[config.mk]
export PLATFORM = sky130hd
export DESIGN_NAME = mem_stage
export DESIGN_NICKNAME = d
export VERILOG_FILES = /design/src/rtl/mem_stage_pkg.sv /design/src/rtl/mem_stage_mem_wb_reg.sv /design/src/rtl/mem_stage.sv
export SDC_FILE = /design/constraint.sdc
export NUM_CORES = 1
export LEC_CHECK = 0
export ABC_CLOCK_PERIOD_IN_PS = 3850
export BUFFER_PORTS_ARGS = -buffer_cell sky130_fd_sc_hd__buf_2
export CAP_MARGIN = 20
export CORE_ASPECT_RATIO = 0.9
export CORE_MARGIN = 10
export CORE_UTILIZATION = 41
export DETAILED_ROUTE_END_ITERATION = 8
export GPL_TIMING_DRIVEN = 0
export PLACE_DENSITY_LB_ADDON = 0.08
export SLEW_MARGIN = 20
export SYNTH_ARGS = -nofsm -noshare
export SYNTH_HDL_FRONTEND = slang
export SYNTH_SLANG_ARGS = --single-unit
[constraint.sdc]
create_clock -name clk -period 3.85 [get_ports clk]
set_input_delay 0.385 -clock clk [delete_from_list [all_inputs] [get_ports clk]]
set_output_delay 0.385 -clock clk [all_outputs]
set_load 0.05 [all_outputs]
[src/rtl/mem_stage_pkg.sv]
// Shared types and constants for the memory-access pipeline stage.
package mem_stage_pkg;

   typedef enum logic {
      IDLE = 1'b0,
      WAIT = 1'b1
   } state_t;

   // Control values written into MEM/WB when no instruction retires this cycle
   localparam logic BUBBLE_REG_WRITE  = 1'b0;
   localparam logic BUBBLE_MEM_TO_REG = 1'b0;

endpackage

[src/rtl/mem_stage_mem_wb_reg.sv]
// MEM/WB pipeline register: loads a retiring instruction or inserts a bubble.
// A bubble clears only the controls; data fields keep their previous values.
module mem_wb_reg
   import mem_stage_pkg::*;
#(
   parameter int DATA_W = 32
) (
   input  logic              clk,
   input  logic              reset,
   input  logic              load,
   input  logic              mem_to_reg,
   input  logic              reg_write,
   input  logic [DATA_W-1:0] read_data,
   input  logic [DATA_W-1:0] alu_result,
   input  logic [DATA_W-1:0] dst,
   output logic              mem_to_reg_wb,
   output logic              reg_write_wb,
   output logic [DATA_W-1:0] read_data_wb,
   output logic [DATA_W-1:0] alu_result_wb,
   output logic [DATA_W-1:0] dst_wb
);

   // Retire the instruction on load, otherwise turn the controls into a bubble
   always_ff @(posedge clk or posedge reset) begin
      if (reset) begin
         mem_to_reg_wb <= 1'b0;
         reg_write_wb  <= 1'b0;
         read_data_wb  <= '0;
         alu_result_wb <= '0;
         dst_wb        <= '0;
      end else if (load) begin
         mem_to_reg_wb <= mem_to_reg;
         reg_write_wb  <= reg_write;
         read_data_wb  <= read_data;
         alu_result_wb <= alu_result;
         dst_wb        <= dst;
      end else begin
         mem_to_reg_wb <= BUBBLE_MEM_TO_REG;
         reg_write_wb  <= BUBBLE_REG_WRITE;
      end
   end

endmodule

[src/rtl/mem_stage.sv]
// Memory-access stage: drives the req/ack data-memory port from the EX/MEM
// fields, stalls upstream while an access is outstanding, abandons an access
// after TIMEOUT wait cycles, resolves branches and feeds the MEM/WB register.
//
// state | meaning
// IDLE  | no access outstanding; a new access requests combinationally
// WAIT  | access requested but not yet acked; EX/MEM held by stall
module mem_stage
   import mem_stage_pkg::*;
#(
   parameter int DATA_W  = 32,
   parameter int PC_W    = 7,
   parameter int ADDR_W  = 8,
   parameter int TIMEOUT = 15
) (
   input  logic              clk,
   input  logic              reset,
   input  logic              mem_to_reg_reg,
   input  logic              reg_write_reg,
   input  logic              branch_reg,
   input  logic              mem_write_reg,
   input  logic              mem_read_reg,
   input  logic              zero_reg,
   input  logic [PC_W-1:0]   pc_branch_reg,
   input  logic [DATA_W-1:0] alu_result_reg,
   input  logic [DATA_W-1:0] data2_reg,
   input  logic [DATA_W-1:0] dst_reg,
   output logic              mem_req,
   output logic              mem_we,
   output logic [ADDR_W-1:0] mem_addr,
   output logic [DATA_W-1:0] mem_wdata,
   input  logic              mem_ack,
   input  logic [DATA_W-1:0] mem_rdata,
   output logic              stall,
   output logic              pc_src,
   output logic [PC_W-1:0]   pc_target,
   output logic              mem_to_reg_wb,
   output logic              reg_write_wb,
   output logic [DATA_W-1:0] read_data_wb,
   output logic [DATA_W-1:0] alu_result_wb,
   output logic [DATA_W-1:0] dst_wb,
   output logic              err
);

   localparam int CNT_W = $clog2(TIMEOUT + 1);
   localparam logic [CNT_W-1:0] CNT_MAX = CNT_W'(TIMEOUT);

   state_t            state;
   logic [CNT_W-1:0]  wait_cnt;
   logic              access;
   logic              timeout_hit;
   logic              wb_load;
   logic [DATA_W-1:0] wb_read_data;

   // Port logic; reset gates the request so it drops asynchronously mid-WAIT
   always_comb begin
      access       = mem_read_reg | mem_write_reg;
      mem_req      = ~reset & ((state == IDLE && access) || state == WAIT);
      mem_we       = mem_write_reg;
      mem_addr     = alu_result_reg[ADDR_W+1:2];
      mem_wdata    = data2_reg;
      timeout_hit  = (state == WAIT) && !mem_ack && (wait_cnt == CNT_MAX);
      stall        = mem_req & ~mem_ack & ~timeout_hit;
      wb_load      = ~stall & ~timeout_hit;
      pc_src       = branch_reg & zero_reg & ~stall;
      pc_target    = pc_branch_reg;
      // A read+write pair counts as a write, so nothing is loaded from memory
      wb_read_data = '0;
      if (mem_req && mem_ack && mem_read_reg && !mem_write_reg)
         wb_read_data = mem_rdata;
   end

   // Access FSM with saturating wait counter and sticky timeout flag
   always_ff @(posedge clk or posedge reset) begin
      if (reset) begin
         state    <= IDLE;
         wait_cnt <= '0;
         err      <= 1'b0;
      end else begin
         case (state)
            IDLE: begin
               if (mem_req && !mem_ack) begin
                  state    <= WAIT;
                  wait_cnt <= CNT_W'(1);
               end
            end
            WAIT: begin
               if (mem_ack) begin
                  state    <= IDLE;
                  wait_cnt <= '0;
               end else if (timeout_hit) begin
                  state    <= IDLE;
                  wait_cnt <= '0;
                  err      <= 1'b1;
               end else begin
                  wait_cnt <= wait_cnt + CNT_W'(1);
               end
            end
            default: begin
               state    <= IDLE;
               wait_cnt <= '0;
            end
         endcase
      end
   end

   mem_wb_reg #(.DATA_W(DATA_W)) u_mem_wb_reg (
      .clk           (clk),
      .reset         (reset),
      .load          (wb_load),
      .mem_to_reg    (mem_to_reg_reg),
      .reg_write     (reg_write_reg),
      .read_data     (wb_read_data),
      .alu_result    (alu_result_reg),
      .dst           (dst_reg),
      .mem_to_reg_wb (mem_to_reg_wb),
      .reg_write_wb  (reg_write_wb),
      .read_data_wb  (read_data_wb),
      .alu_result_wb (alu_result_wb),
      .dst_wb        (dst_wb)
   );

endmodule

==> out/metrics.cfg, run 1 <==
[grt]
grt_max_degree = 54
grt_pass1_wl_um = 18980
grt.overflow.total = 0
grt_usage_pct = 15.96
grt_pass1_vias = 3587
antenna_found_initial = 0

[synth]
synth_common_cells = dfrtp_1, mux2_2, buf_4, a22o_1, buf_2
async_reset_ff_share_pct = 100.0
syn_nets = 441
synth-edff-count = 0
synthTopCellsByArea = dfrtp_1, mux2_2, buf_4
yosysSeqAreaShare_pct = 61.10
synth_top_area_share_pct = 61.10
yosysUniqueCellTypes = 27
synth_warnings = 0
synth.avg_cell_area_sq_um = 14.39
ys_seq_elements = 104
synth_area_sq_mm = 0.004259
netlist_instances = 296
yosysMostFrequentCell = dfrtp_1
synthFlopType = dfrtp_1
yosysTopAreaCell = dfrtp_1

[sta]
finalCriticalPeriod_ns = 2.145
skew_ns = 0.008402
rsz0062_at_grt = false
worst-slew-pin-transition_ns = 0.4925
fin_crit_sh_pct = 55.72
setup_viol = 0
hold_violations = 0
fmax_mhz = 466.1
layout_setup_ws_ns = 1.705
relSlewSlack_pct = 67.16
drv_slew = 0

[layout]
seqCellArea_sq_mm = 0.002603
post-route-util_pct = 59.04
antenna_cells = 0
area_delta_synth_final_pct = 41.45
nNetsFinal = 707
multi_input_comb_area_sq_mm = 0.001211
finalInstanceArea_sq_mm = 0.006025
fillers = 878
drive_above_1_share_pct = 69.66

[worst_setup_path]
cp-end-kind = output port
startpoint_type = register
crit_arrival_ns = 1.76
r2r_slack_ns = 1.92
crit_path_max_fanout = 4
path_class = register to output port
required_ns = 3.46

[cts]
cts.htree.levels = 3
clkTransAtPathRegs_ns = 0.07
post_cts_buffers = 0
clkSinkCount = 104
cts_tree = yes
cts_resized = 0
postCtsHoldBufs = 0
cts.path.max_buffers = 2
numCtsBuffers = 9
clk_latency_ns = 0.33
clockRootBuffer = clkbuf_16

[floorplan]
core_sq_mm = 0.01020
die_area_sq_mm = 0.01487
num_io_pins = 294
num_rows = 35
die_h_um = 116.7
die_w_um = 127.4
start_util_pct = 41.74

[routing]
firstDrtPassIters = 4
drtAntennaViolNets = 0
vias = 3210
finalWirelength_um = 12260
drc = 0
vias_per_cell = 4.612
drtIter0Drc = 83
wl_per_cell_um = 17.61

[placed_design]
hpwlAfterDp_um = 10230
port-buffer-count = 254
globalplace.congestion = 0.7566
placement.cell_area_sq_mm = 0.005724
preCtsSetupSlack_ns = 1.874

[power]
power_density_mw_per_mm2 = 465.8
p_int_mw = 1.903
power_switching_mw = 0.9035
power.share.clock_pct = 32.1
sequentialPowerShare_pct = 42.9
power_frac_comb_pct = 25.0
ir_drop_uv = 241.1
swShare_pct = 32.19
p_leak_nw = 3.215

[outcome]
status = finished clean

[hold_path]
hold_path.class = input pin to async pin

[run]
drv_cap = 0

layout by cell type (no fill, tap or decap), drive strengths merged, types with 2 or more instances in the layout:
master	instances
nand2b	3
mux2	64
clkbuf	17
a22o	32
clkinvlp	2
nand3	2
inv	5
o21ai	2
nor2	6
buf	312
dfrtp	104
final cells by class:
cell class	count	share of cell area, %
timing repair buffer	255	21.56
sequential	104	43.20
clock buffer	12	4.091
multi-input combinational	125	20.10
clock inverter	4	0.8930
tap	129	2.679
buffer	62	7.082
inverter	5	0.3946
layer usage:
layer	wire length [um]	track usage (%)	vias to the layer above
li1	-	-	1525
met1	4224	16.57	1511
met2	6212	26.86	167
met3	1747	9.846	7
met4	73	3.867	0
met5	0	0	-
per-stage QoR:
stage / instances / power, mW / setup TNS [ns] / hold slack [ns]
final: 696 / 2.806 / 0 / 0.1564
after global routing: 696 / 2.935 / 0 / 0.1866
after global placement: 679 / 1.923 / -55.81 / 0.4471
after detailed placement: 680 / 1.937 / 0 / 0.4553
after CTS: 696 / 2.850 / 0 / 0.1682
after floorplan: 296 / 1.737 / 0 / 0.4717
registers in the layout (all words and copies together), names as in the netlist:
signal,count
err,1
u_mem_wb_reg.reg_write_wb,1
u_mem_wb_reg.dst_wb,32
u_mem_wb_reg.alu_result_wb,32
u_mem_wb_reg.read_data_wb,32
u_mem_wb_reg.mem_to_reg_wb,1
wait_cnt,4
state,1
worst max-delay path, cell delays in order, from the launching register on:
cell and delay [ns]:
dfrtp_1 0.39, ha_1 0.20, nand3_1 0.17, nor2_1 0.23, o211a_1 0.18, buf_2 0.25
worst paths after layout:
path,startpoint,cells past startpoint,end
setup / recovery,wait_cnt[0],5,pc_src
hold / removal,reset,2,u_mem_wb_reg.dst_wb[9]
setup reg to reg,wait_cnt[0],5,u_mem_wb_reg.alu_result_wb[17]
hold reg to reg,err,1,err
max in group asynchronous,reset,3,u_mem_wb_reg.dst_wb[31]
min in group clk,reg_write_reg,3,u_mem_wb_reg.reg_write_wb
power by group through the flow:
stage / sequential (mW) / clock (mW) / combinational (mW)
floorplan: 1.46 / 0 / 0.273
global placement: 1.22 / 0 / 0.702
detailed placement: 1.22 / 0 / 0.712
CTS: 1.20 / 0.933 / 0.713
global route: 1.21 / 0.978 / 0.742
finish: 1.20 / 0.902 / 0.700
kinds of logic (layout without fill, tap and decap cells):
logic type | count (synthesis) | count (layout) | share of synthesized area, %
flip-flops | 104 | 104 | 61.10
AO/OA/AOI/OAI | 42 | 42 | 8.813
AND/OR/NAND/NOR | 17 | 17 | 2.204
multiplexers | 64 | 64 | 16.92
buffers and inverters | 67 | 338 | 10.46
XOR/XNOR | 1 | 1 | 0.2057
adder cells (fa/ha/maj) | 1 | 1 | 0.2937
Power figures use the tool's default switching activity.
==> run 2: changes to the inputs <==
--- a/config.mk
+++ b/config.mk
@@ -5,12 +5,12 @@
 export SDC_FILE = /design/constraint.sdc
 export NUM_CORES = 1
 export LEC_CHECK = 0
-export ABC_CLOCK_PERIOD_IN_PS = 3850
+export ABC_CLOCK_PERIOD_IN_PS = 1900
 export BUFFER_PORTS_ARGS = -buffer_cell sky130_fd_sc_hd__buf_2
 export CAP_MARGIN = 20
 export CORE_ASPECT_RATIO = 0.9
 export CORE_MARGIN = 10
-export CORE_UTILIZATION = 41
+export CORE_UTILIZATION = 37
 export DETAILED_ROUTE_END_ITERATION = 8
 export GPL_TIMING_DRIVEN = 0
 export PLACE_DENSITY_LB_ADDON = 0.08
==> constraint.sdc (replaced) <==
create_clock -name clk -period 1.9 [get_ports clk]
set_input_delay 0.19 -clock clk [delete_from_list [all_inputs] [get_ports clk]]
set_output_delay 0.19 -clock clk [all_outputs]
set_load 0.05 [all_outputs]
==> run 2 against run 1 <==
Non-clock buffer count rose by 5; die area grew 9.0%; combinational power up 110%; power increased by 110%.
==> out/metrics.cfg, run 2 (synthesis gave the netlist of run 1 again) <==
[worst_setup_path]
path_cells = ha_1, nand3_2, o32ai_4, buf_12, buf_4, buf_2, a22o_1
path_class = register to register
rr_worst_depth = 7  ; +2
cpMaxStageDelayCell = dfrtp_1
startpoint = wait_cnt[0]
startpoint_type = register
crit_arrival_ns = 2.02  ; +0.26 ns
critPathTopFamily = buffers and inverters
crit_path_max_fanout = 10  ; +6
cp-end-kind = register
required_ns = 2.12  ; -1.34 ns
critPathMaxStageDelay_ns = 0.40  ; about the same
rr_startpoint = wait_cnt[0]
critical_path_buf_inv_count = 3  ; +2
critical_path_depth = 7  ; +2

[run]
drv_cap = 0  ; unchanged

[cts]
clockRootBuffer = clkbuf_16
clkTransAtPathRegs_ns = 0.07  ; about the same
numCtsBuffers = 9  ; unchanged
cts_tree = yes
cts.htree.levels = 3  ; unchanged
cts.path.max_buffers = 2  ; unchanged
clkSinkCount = 104  ; unchanged
clk_latency_ns = 0.34  ; about the same

[power]
p_leak_nw = 3.262  ; +1.5%
power.share.clock_pct = 33.9  ; +1.8 points
ir_drop_uv = 580.9  ; +140%
power_frac_comb_pct = 24.7  ; -0.3 points
power_mw = 5.901  ; +110%
p_int_mw = 4.016  ; +110%
swShare_pct = 31.94  ; -0.25 points
power_switching_mw = 1.885  ; +110%
power_density_mw_per_mm2 = 951.7  ; +100%
sequentialPowerShare_pct = 41.4  ; -1.5 points

[routing]
vias_per_cell = 4.463  ; -3.2%
firstDrtPassIters = 4  ; unchanged
wl_per_cell_um = 17.55  ; -0.38%
vias = 3249  ; +1.2%
drtIter0Drc = 73  ; -12%
finalWirelength_um = 12770  ; +4.2%
drc = 0  ; unchanged
drtAntennaViolNets = 0  ; unchanged

[floorplan]
num_rows = 37  ; +5.7%
die_h_um = 121.8  ; +4.4%
core_sq_mm = 0.01134  ; +11%
die_area_sq_mm = 0.01621  ; +9.0%
die_w_um = 133.1  ; +4.4%
start_util_pct = 37.55  ; -4.2 points
num_io_pins = 294  ; unchanged

[sta]
fmax_mhz = 555.0
finalCriticalPeriod_ns = 1.802
setup_viol = 0  ; unchanged
hold_violations = 0  ; unchanged
drv_slew = 0  ; unchanged
relSlewSlack_pct = 69.13  ; +2.0 points
worst-slew-pin-transition_ns = 0.4631  ; -0.02946 ns
skew_ns = 0.008216  ; -0.0001858 ns
fin_crit_sh_pct = 94.83

[layout]
antenna_cells = 0  ; unchanged
finalInstanceArea_sq_mm = 0.006201  ; +2.9%
final_common_cell = buf_2
layout_common_cells = buf_2, dfrtp_1, mux2_2
post-route-util_pct = 54.67  ; -4.4 points
nNetsFinal = 712  ; +0.71%
fin_cells = 728  ; +4.6%
drive_above_1_share_pct = 70.80  ; +1.1 points
top_regs = u_mem_wb_reg.alu_result_wb (32), u_mem_wb_reg.dst_wb (32), u_mem_wb_reg.read_data_wb (32)
area_delta_synth_final_pct = 45.59

[grt]
grt_pass1_wl_um = 19310  ; +1.7%
antenna_found_initial = 0  ; unchanged
grt_pass1_vias = 3553  ; -0.95%
grt.overflow.total = 0  ; unchanged
grt_usage_pct = 14.78  ; -1.2 points
grt_max_degree = 33  ; -39%

[hold_path]
min_from = mem_to_reg_reg
whs_path_depth = 3
hold_path.class = input pin to register

[placed_design]
port-buffer-count = 254  ; unchanged
globalplace.congestion = 0.7195  ; -4.9%
hpwlAfterDp_um = 10510  ; +2.7%
placement.cell_area_sq_mm = 0.005789  ; +1.1%
place_inst = 709  ; +4.3%

[outcome]
status = finished clean

## run 2: cell count changes in the layout (fill, tap and decap cells not counted), moves of 2 or more
cell and delta:
clkbuf_1 -2, buf_2 -7, buf_12 +4, buf_4 +4
clkbuf_4 +4
## run 2: path summary, 6_finish.rpt
| check | slack, ns | end |
|---|---|---|
| worst max-delay path | 0.1 | u_mem_wb_reg.read_data_wb[5] |
| worst min-delay path | 0.05 | u_mem_wb_reg.mem_to_reg_wb |
| worst max register to register | 0.1 | u_mem_wb_reg.read_data_wb[5] |
| worst min register to register | 0.48 | err |
| max in group asynchronous | 0.70 | u_mem_wb_reg.dst_wb[22] |
| min in group asynchronous | 0.50 | u_mem_wb_reg.dst_wb[6] |
## run 2: cell type report
cell class	count	area [sq um]
multi-input combinational	125	1235
inverter	5	22.52
buffer	62	441.7
timing repair buffer	260	1371
sequential	104	2604
tap	156	195.2
fill	1016	5141
clock inverter	6	92.59
clock buffer	10	239.0
## run 2: power groups by stage
stage / sequential [mW] / clock (mW) / combinational [mW]
final: 2.44 / 2.00 / 1.46
after CTS: 2.44 / 2.06 / 1.46
after floorplan: 2.97 / 0 / 0.553
after detailed placement: 2.48 / 0 / 1.45
after global placement: 2.48 / 0 / 1.43
after global routing: 2.46 / 2.17 / 1.54
## run 2: stage by stage
step	hold slack (ns)	setup slack (ns)	setup TNS, ns
floorplan	0.2962	0.2054	0
global placement	0.4073	-0.3373	-34.63
detailed placement	0.2748	-0.01637	-0.2387
CTS	0.03834	-0.02409	-0.5447
global route	0.04943	-0.02435	-0.06391
finish	0.05351	0.09821	0
## run 2: routing by layer
layer	part of all wire [%]	track usage (%)	up-vias
met3	13	9.053	12
met5	0	0	-
met2	49	25.09	180
met4	1.1	3.804	0
li1	-	-	1532
met1	37	15.28	1525
## run 2: repair_timing
item                                    in CTS  in global routing
hold endpoints to repair                    13                  0
resized for setup                            3                 10
buffers inserted                             0                  2
pin swaps                                    0                  2
endpoints found under the setup margin      52                 96
hold buffers                                 1                  0
## run 2: worst reg2reg max path, cell delays in order (launching register included)
cell,delay [ns]
dfrtp_1,0.40
ha_1,0.24
nand3_2,0.15
o32ai_4,0.11
buf_12,0.16
buf_4,0.18
buf_2,0.19
a22o_1,0.25
